$ cat config.mk
export PLATFORM = sky130hd
export DESIGN_NAME = exec_muldiv_seq
export DESIGN_NICKNAME = d
export VERILOG_FILES = /design/src/rtl/cpu_defs.sv /design/src/rtl/muldiv_step.sv /design/src/rtl/exec_muldiv_seq.sv
export SDC_FILE = /design/constraint.sdc
export NUM_CORES = 1
export LEC_CHECK = 0
export CORE_AREA = 2 2 161 163
export CTS_BUF_LIST = sky130_fd_sc_hd__clkbuf_4 sky130_fd_sc_hd__clkbuf_8
export DETAILED_ROUTE_END_ITERATION = 16
export DIE_AREA = 0 0 163 165
export HOLD_SLACK_MARGIN = 0.02
export PLACE_DENSITY = 0.76
export SYNTH_ARGS = -nofsm -noshare
export SYNTH_HDL_FRONTEND = slang
export SYNTH_SLANG_ARGS = --single-unit
$ cat constraint.sdc
create_clock -name clk -period 11.4 [get_ports clk]
set_clock_uncertainty 0.1 [all_clocks]
set_input_delay 2.28 -clock clk [delete_from_list [all_inputs] [get_ports clk]]
set_output_delay 2.28 -clock clk [all_outputs]
set_load 0.005 [all_outputs]
$ cat src/rtl/cpu_defs.sv
// Shared encodings for the EX-stage multiply/divide sequencer: ALU op codes,
// sequencer FSM states and the internal op selector.
package cpu_defs;

    typedef enum logic [2:0] {
        ALU_ADD  = 3'd0,
        ALU_SUB  = 3'd1,
        ALU_MUL  = 3'd4,
        ALU_DIVU = 3'd5,
        ALU_REMU = 3'd6
    } aluctr_e;

    typedef enum logic [1:0] {
        ST_IDLE = 2'd0,
        ST_RUN  = 2'd1,
        ST_DONE = 2'd2
    } md_state_e;

    typedef enum logic [1:0] {
        MD_MUL  = 2'd0,
        MD_DIVU = 2'd1,
        MD_REMU = 2'd2
    } md_op_e;

    function automatic logic is_md_op(input logic [2:0] code);
        return (code == ALU_MUL) || (code == ALU_DIVU) || (code == ALU_REMU);
    endfunction

    function automatic md_op_e decode_md_op(input logic [2:0] code);
        if (code == ALU_MUL)
            return MD_MUL;
        else if (code == ALU_DIVU)
            return MD_DIVU;
        else
            return MD_REMU;
    endfunction

endpackage

$ cat src/rtl/muldiv_step.sv
// One combinational iteration of shift-add multiply or restoring unsigned divide.
// Divide keeps the partial remainder in acc and shifts quotient bits into a_sh.
module muldiv_step
    import cpu_defs::*;
#(
    parameter int WIDTH = 32
) (
    input  md_op_e           op,
    input  logic [WIDTH-1:0] acc,
    input  logic [WIDTH-1:0] a_sh,
    input  logic [WIDTH-1:0] b_sh,
    output logic [WIDTH-1:0] acc_nxt,
    output logic [WIDTH-1:0] a_sh_nxt,
    output logic [WIDTH-1:0] b_sh_nxt
);

    logic [WIDTH:0] trial;

    always_comb begin
        acc_nxt  = acc;
        a_sh_nxt = a_sh;
        b_sh_nxt = b_sh;
        trial    = '0;
        if (op == MD_MUL) begin
            acc_nxt  = acc + (b_sh[0] ? a_sh : '0);
            a_sh_nxt = {a_sh[WIDTH-2:0], 1'b0};
            b_sh_nxt = {1'b0, b_sh[WIDTH-1:1]};
        end else begin
            // Remainder stays below the divisor, so the top bit of trial is the borrow.
            trial = {acc, a_sh[WIDTH-1]} - {1'b0, b_sh};
            if (!trial[WIDTH]) begin
                acc_nxt  = trial[WIDTH-1:0];
                a_sh_nxt = {a_sh[WIDTH-2:0], 1'b1};
            end else begin
                acc_nxt  = {acc[WIDTH-2:0], a_sh[WIDTH-1]};
                a_sh_nxt = {a_sh[WIDTH-2:0], 1'b0};
            end
        end
    end

endmodule

$ cat src/rtl/exec_muldiv_seq.sv
// Iterative MUL/DIVU/REMU sequencer beside the EX stage: stalls the front end
// while it iterates and presents a one-cycle result to the XM writeback mux.
module exec_muldiv_seq
    import cpu_defs::*;
#(
    parameter int WIDTH = 32,
    parameter int CNT_W = 5
) (
    input  logic             clk,
    input  logic             rst,
    input  logic             issue,
    input  logic [2:0]       ALUctr,
    input  logic [WIDTH-1:0] A,
    input  logic [WIDTH-1:0] B,
    input  logic [4:0]       DX_RD,
    input  logic             flush,
    output logic             stall,
    output logic             busy,
    output logic             md_valid,
    output logic [WIDTH-1:0] md_result,
    output logic [4:0]       md_rd,
    output md_state_e        state_dbg
);

    localparam logic [CNT_W-1:0] CNT_LAST = CNT_W'(WIDTH - 1);

    md_state_e        state, state_nxt;
    logic [CNT_W-1:0] cnt;
    logic [WIDTH-1:0] acc, a_sh, b_sh;
    md_op_e           op;
    logic [4:0]       rd;
    logic             div0;

    logic [WIDTH-1:0] step_acc, step_a, step_b;
    logic [WIDTH-1:0] result;
    logic             accept, last, finish_op;
    md_op_e           op_in;
    logic             div0_in;

    // Handshake: an op is taken when issue is high with one of our codes in IDLE
    // and no flush; upstream holds it (stall) until then and re-presents it.
    assign op_in     = decode_md_op(ALUctr);
    assign div0_in   = (B == '0) && (op_in != MD_MUL);
    assign accept    = (state == ST_IDLE) && issue && is_md_op(ALUctr) && !flush;
    assign last      = (cnt == CNT_LAST);
    assign finish_op = (state == ST_RUN) && last && !flush;
    assign state_dbg = state;

    muldiv_step #(.WIDTH(WIDTH)) u_step (
        .op       (op),
        .acc      (acc),
        .a_sh     (a_sh),
        .b_sh     (b_sh),
        .acc_nxt  (step_acc),
        .a_sh_nxt (step_a),
        .b_sh_nxt (step_b)
    );

    always_comb begin
        state_nxt = state;
        case (state)
            ST_IDLE: if (accept) state_nxt = ST_RUN;
            ST_RUN: begin
                if (flush)
                    state_nxt = ST_IDLE;
                else if (last)
                    state_nxt = ST_DONE;
            end
            ST_DONE: state_nxt = ST_IDLE;
            default: state_nxt = ST_IDLE;
        endcase
    end

    always_comb begin
        stall = rst && (accept || ((state == ST_RUN) && !flush));
    end

    // A zero divisor skips the loop: one RUN cycle, then the fixed x/0 answer.
    always_comb begin
        result = step_acc;
        case (op)
            MD_MUL:  result = step_acc;
            MD_DIVU: result = div0 ? '1 : step_a;
            MD_REMU: result = div0 ? acc : step_acc;
            default: result = step_acc;
        endcase
    end

    always_ff @(posedge clk or negedge rst) begin
        if (!rst) begin
            state     <= ST_IDLE;
            cnt       <= '0;
            acc       <= '0;
            a_sh      <= '0;
            b_sh      <= '0;
            op        <= MD_MUL;
            rd        <= '0;
            div0      <= 1'b0;
            busy      <= 1'b0;
            md_valid  <= 1'b0;
            md_result <= '0;
            md_rd     <= '0;
        end else begin
            state    <= state_nxt;
            busy     <= (state_nxt != ST_IDLE);
            md_valid <= finish_op;
            if (accept) begin
                a_sh <= A;
                b_sh <= B;
                acc  <= div0_in ? A : '0;
                op   <= op_in;
                rd   <= DX_RD;
                div0 <= div0_in;
                cnt  <= div0_in ? CNT_LAST : '0;
            end else if (state == ST_RUN) begin
                acc  <= step_acc;
                a_sh <= step_a;
                b_sh <= step_b;
                cnt  <= cnt + 1'b1;
            end
            if (finish_op) begin
                md_result <= result;
                md_rd     <= rd;
            end
        end
    end

endmodule

==> results of run 1 <==
[final cells by class]
class	count	area, sq um	area share (%)
inverters	50	188	1.34
clock buffers	18	248	1.77
clock inverters	14	186	1.33
flip-flops and latches	150	3750	26.8
multi-input cells	1238	7960	56.8
repair buffers	131	1280	9.11
well taps	330	413	2.94
[through the flow]
stage          hold slack, ns  instance area (sq um)  instances  power, W  worst slack (ns)
2_1_floorplan           0.339                  12400       1555   0.00290              6.03
3_3_place_gp            0.344                  13600       1899   0.00353              4.26
3_5_place_dp            0.354                  13600       1899   0.00357              4.20
4_1_cts                 0.376                  14000       1931   0.00406              4.19
5_1_grt                 0.402                  14000       1931   0.00441              4.11
6_report                0.376                  14000       1931   0.00413              4.25
[Yosys cell counts (16+ instances only)]
| library cell | count | area (sq um) |
|---|---|---|
| xor2_1 | 26 | 228 |
| o211ai_1 | 24 | 180 |
| xnor2_1 | 32 | 280 |
| o22ai_1 | 33 | 206 |
| inv_1 | 49 | 184 |
| mux2i_1 | 40 | 400 |
| dfrtp_1 | 150 | 3750 |
| nor2_1 | 76 | 285 |
| nand2_1 | 220 | 826 |
| a31oi_1 | 54 | 338 |
| a21oi_1 | 171 | 856 |
| ha_1 | 69 | 863 |
| a21o_1 | 37 | 278 |
| nor3_1 | 19 | 95.1 |
| o21ai_0 | 95 | 475 |
| and3_1 | 18 | 113 |
| and2_1 | 39 | 244 |
| o21a_1 | 41 | 308 |
| nand3_1 | 38 | 190 |
| clkbuf_1 | 91 | 342 |
| nor4_1 | 16 | 100 |
[power by group through the flow]
stage	registers, W	logic [W]	clock network, W
global placement	0.000937	0.00260	0
CTS	0.000936	0.00265	0.000476
floorplan	0.000838	0.00207	0
finish	0.000950	0.00271	0.000472
global route	0.000967	0.00294	0.000500
detailed placement	0.000944	0.00263	0
[registers in the layout (all words and copies together) (netlist names), 2 cells and up]
register / flops
a_sh: 32
state_dbg: 2
acc: 32
b_sh: 32
cnt: 5
rd: 5
op: 2
md_result: 32
md_rd: 5
[metal layers]
layer	GRT usage, %	share of wire (%)	vias up
met5	0	0	-
li1	-	-	5737
met3	4.17	9.3	76
met4	10.4	2.5	0
met1	42.3	45	5839
met2	44.1	43	664
[worst paths after layout]
check	from	to	slack, ns
setup / recovery	ALUctr[2]	stall	4.25
hold reg to reg	rd[0]	md_rd[0]	0.38
setup reg to reg	a_sh[31]	md_result[9]	6.81
min in group asynchronous	rst	cnt[2]	1.72
hold / removal	rd[0]	md_rd[0]	0.38
max in group asynchronous	rst	div0	7.99
[cell usage in the layout, fill, tap and decap left out, types with 33 or more instances in the layout]
master	instances
a21o_1	37
a21oi_1	171
a31oi_1	54
and2_1	38
clkdlybuf4s50_1	116
dfrtp_1	149
ha_1	67
inv_1	49
mux2i_1	40
nand2_1	217
nand3_1	38
nor2_1	76
o21a_1	41
o21ai_0	95
o22ai_1	33
[worst max-delay path, delay by kind of cell]
kind | cells | cell delay [ns]
simple gates | 4 | 1.14
buf+inv | 2 | 1.00
compound gates | 1 | 0.33
[cells by family (layout without fill, tap and decap cells)]
kind of cell,count (synthesis),count (layout),share of synthesized area (%)
AND/OR/NAND/NOR,480,480,18.0
AO/OA/AOI/OAI,576,576,29.8
XOR/XNOR,58,58,4.10
flip-flops,150,150,30.3
buffers and inverters,167,213,5.82
adder cells (fa/ha/maj),71,71,7.29
multiplexers,53,53,4.71
==> qor.yml, run 1 <==
drt_wl_total_mm: 39.4
p_switching_w: 0.00210
vias_per_cell: 6.38
cts.sink_count: 150
hp-class: "register to register"
reg2regPathDepth: 13
final_core_util_pct: 56.0
fmaxAchievable_ghz: 0.140
fin_crit_ns: 7.15
internal_power_w: 0.00203
boundaryPins: 118
wl_per_cell_um: 20.4
h-tree-depth: 4
seqPwrFrac_pct: 23.0
hold_viol: 0
grt.total_usage_pct: 29.1
hold_depth: 2
ys_seq_area_share_pct: 30.3
synth_cell_types: 90
drtIter0Drc: 1317
syn-num-nets: 1702
gp_congestion: 0.957
dr_total_vias: 12300
grt_pass1_wl_mm: 61.6
crit_chain: "clkdlybuf4s50_1 -> nand2_1 -> nor3_1 -> nand2_4 -> o21ai_0 -> and2_1 -> clkdlybuf4s50_1"
synthCells: 1555
holdBufCountCts: 0
start_util_pct: 49.5
async_flop_share_pct: 100
drtAntennaViolNets: 0
die_h_um: 165
slew_viol_final: 0
cts_root_buf: "clkbuf_8"
drc_errors: 0
status: "complete, no violations"
clk_pin_slew_ns: 0.10
fin_crit_sh_pct: 62.7
critPathSlowestCell: "nand2_4"
maxCapViolCount: 0
rsz0062_at_grt: "false"
core_area_sq_um: 25000
grt_pass1_vias: 11300
synth_ff_type: "dfrtp_1"
crit_type: "input port to output pin"
avgSynthCellArea_sq_um: 7.97
fin_setup_tns_ns: 0
combPwrFrac_pct: 65.6
cts.path.max_buffers: 2
first_pass_iters: 8
cts_buffers: 17
setup_viol: 0
cpPeakStageDelay_ns: 0.60
cts_tree: "yes"
n_antenna_cell: 0
cp-start-kind: "input port"
worstSkewPairLatency_ns: 0.48
total_leakage_power_nw: 6.33
nets: 1735
dp_hpwl_mm: 27.5
post_cts_buffers: 0
fp.dieArea_sq_um: 26900
endpoint_kind: "output pin"
critPathMostFrequentCell: "clkdlybuf4s50_1"
syn_area_sq_um: 12400
fp.dieW_um: 163
switching_share_pct: 50.9
grt-ovfl-total: 0
ir_worst_vdd_uv: 163
post_cts_resized: 0
antenna_found_initial: 0
n_fill_cell: 2373
ys_ff_latch: 150
rows: 58
cp_max_fo: 101
portBuffers: 117
grt_max_degree: 102
maxSlewHeadroom_pct: 26.5
synth_edf_count: 0
worst_pin_slew_ns: 1.10
yosysWarnings: 0
required_ns: 9.02
clockPowerShare_pct: 11.4
area_growth_pct: 13.1
arrival_ns: 4.77
drive_gt1_share_pct: 6.12
power_density_nw_per_um2: 294
No activity file was read; power rests on OpenSTA's default activity.
==> run 2, diff against run 1 <==
==> constraint.sdc (replaced) <==
create_clock -name clk -period 7.35 [get_ports clk]
set_clock_uncertainty 0.1 [all_clocks]
set_input_delay 1.47 -clock clk [delete_from_list [all_inputs] [get_ports clk]]
set_output_delay 1.47 -clock clk [all_outputs]
set_load 0.005 [all_outputs]
==> run 2 against run 1 <==
Register-to-register slack got worse by 4.5 ns. Count of clock-buffer cells in the layout increased by 1. Sequential share of layout area about the same. Power increased by 56%. Die area unchanged. Wire length increased by 2.8%. Critical endpoint is now acc[21]. Largest power group unchanged.
==> qor.yml, run 2 (synthesis results as in run 1) <==
boundaryPins: 118
grt.total_usage_pct: 30.2
worstSkewPairLatency_ns: 0.47
gp_congestion: 0.931
rows: 58
cts_root_buf: "clkbuf_8"
antenna_found_initial: 0
startpoint: "b_sh[0]"
drc_errors: 0
crit_type: "register to register"
vias_per_cell: 6.44
hold_depth: 2
clk_pin_slew_ns: 0.10
cts_buffers: 17
power_density_nw_per_um2: 460
maxSlewHeadroom_pct: 25.4
core_area_sq_um: 25000
reg2regPathDepth: 12
dp_hpwl_mm: 28.4
r2r_slack_ns: 2.31
h-tree-depth: 4
cts.sink_count: 150
setup_viol: 0
hold_viol: 0
hold_start: "rd[3]"
start_util_pct: 49.5
dr_total_vias: 12400
first_pass_iters: 6
grt_max_degree: 101
cts_tree: "yes"
rsz0062_at_grt: "false"
fp.dieArea_sq_um: 26900
fin_setup_tns_ns: 0
hp-class: "register to register"
post_cts_resized: 0
hold_end: "md_rd[3]"
fp.dieW_um: 163
n_fill_cell: 2305
total_leakage_power_nw: 6.34
grt_pass1_wl_mm: 63.8
holdBufCountCts: 0
ir_worst_vdd_uv: 238
whs_ns: 0.380
fin_crit_ns: 5.04
post_cts_buffers: 0
drtIter0Drc: 1270
timing.rr.end: "acc[21]"
maxCapViolCount: 0
wl_per_cell_um: 21.0
die_h_um: 165
preCtsSetupSlack_ns: 2.38
fin_crit_sh_pct: 68.5
grt_pass1_vias: 11800
fmaxAchievable_ghz: 0.199
grt-ovfl-total: 0
arrival_ns: 5.26
seq_area_sq_um: 3750
cts.path.max_buffers: 2
endpoint_kind: "register"
cp-start-kind: "register"
n_antenna_cell: 0
slew_viol_final: 0
worst_pin_slew_ns: 1.12
drtAntennaViolNets: 0
required_ns: 7.58
portBuffers: 117
status: "complete, no violations"
multi_input_area_sq_um: 7960
r2r-start: "b_sh[0]"
final_core_util_pct: 56.1
area_growth_pct: 13.2
final_cell_mix: "217 x nand2_1, 171 x a21oi_1, 149 x dfrtp_1, 116 x clkdlybuf4s50_1, 95 x o21ai_0"
setup_ws_ns: 2.31
nets: 1734
drive_gt1_share_pct: 6.06
final_common_cell: "nand2_1"
drt_wl_total_mm: 40.5
cp_max_fo: 34
-- run 2: cell count changes in the layout (fill, tap and decap cells not counted) --
cell,before,now
buf_4,14,13
bufinv_16,3,4
clkbuf_4,0,1
clkinv_2,0,1
clkinv_4,3,2
inv_6,5,3
-- run 2: through the flow --
step | power [W] | instance area [sq um] | std cells
2_1_floorplan | 0.00450 | 12400 | 1555
3_3_place_gp | 0.00548 | 13600 | 1898
3_5_place_dp | 0.00555 | 13600 | 1898
4_1_cts | 0.00632 | 14000 | 1930
5_1_grt | 0.00689 | 14000 | 1930
6_report | 0.00645 | 14000 | 1930
-- run 2: area by class of cell --
type                    instances  area share, %
multi-input cells            1238           56.7
flip-flops and latches        150           26.7
repair buffers                130           9.05
well taps                     330           2.94
clock buffers                  19           1.82
clock inverters                13           1.39
inverters                      50           1.34
-- run 2: worst max-delay path by stage --
| stage | slack [ns] | to |
|---|---|---|
| after floorplan | 3.60 | stall |
| after global placement | 2.48 | acc[21] |
| after detailed placement | 2.38 | acc[21] |
| after CTS | 2.36 | acc[21] |
| after global routing | 2.08 | acc[21] |
| final | 2.31 | acc[21] |
-- run 2: routing by layer --
metal	part of all wire, %	track usage [%]	up-vias
met5	0	0	-
met4	1.9	9.57	0
met3	9.8	4.29	69
met2	44	46.9	683
met1	44	43.4	5934
li1	-	-	5736
-- run 2: report_power, final --
part / switching [W] / internal [W] / total (W)
Sequential: 0.000420 / 0.00108 / 0.00150
Clock: 0.000368 / 0.000389 / 0.000757
Combinational: 0.00249 / 0.00171 / 0.00420
Total: 0.00328 / 0.00317 / 0.00645
-- run 2: worst max-delay path, cell delays in order, from the launching register on --
cell and delay (ns):
dfrtp_1 1.01, ha_1 0.32, inv_1 0.06, fa_1 0.42, a211o_1 0.30, a211o_1 0.38, a211oi_2 0.26, nor4b_2 0.13
o31a_1 0.34, nor2_4 0.78, mux2_2 0.43, a221oi_1 0.25, o21ai_0 0.11
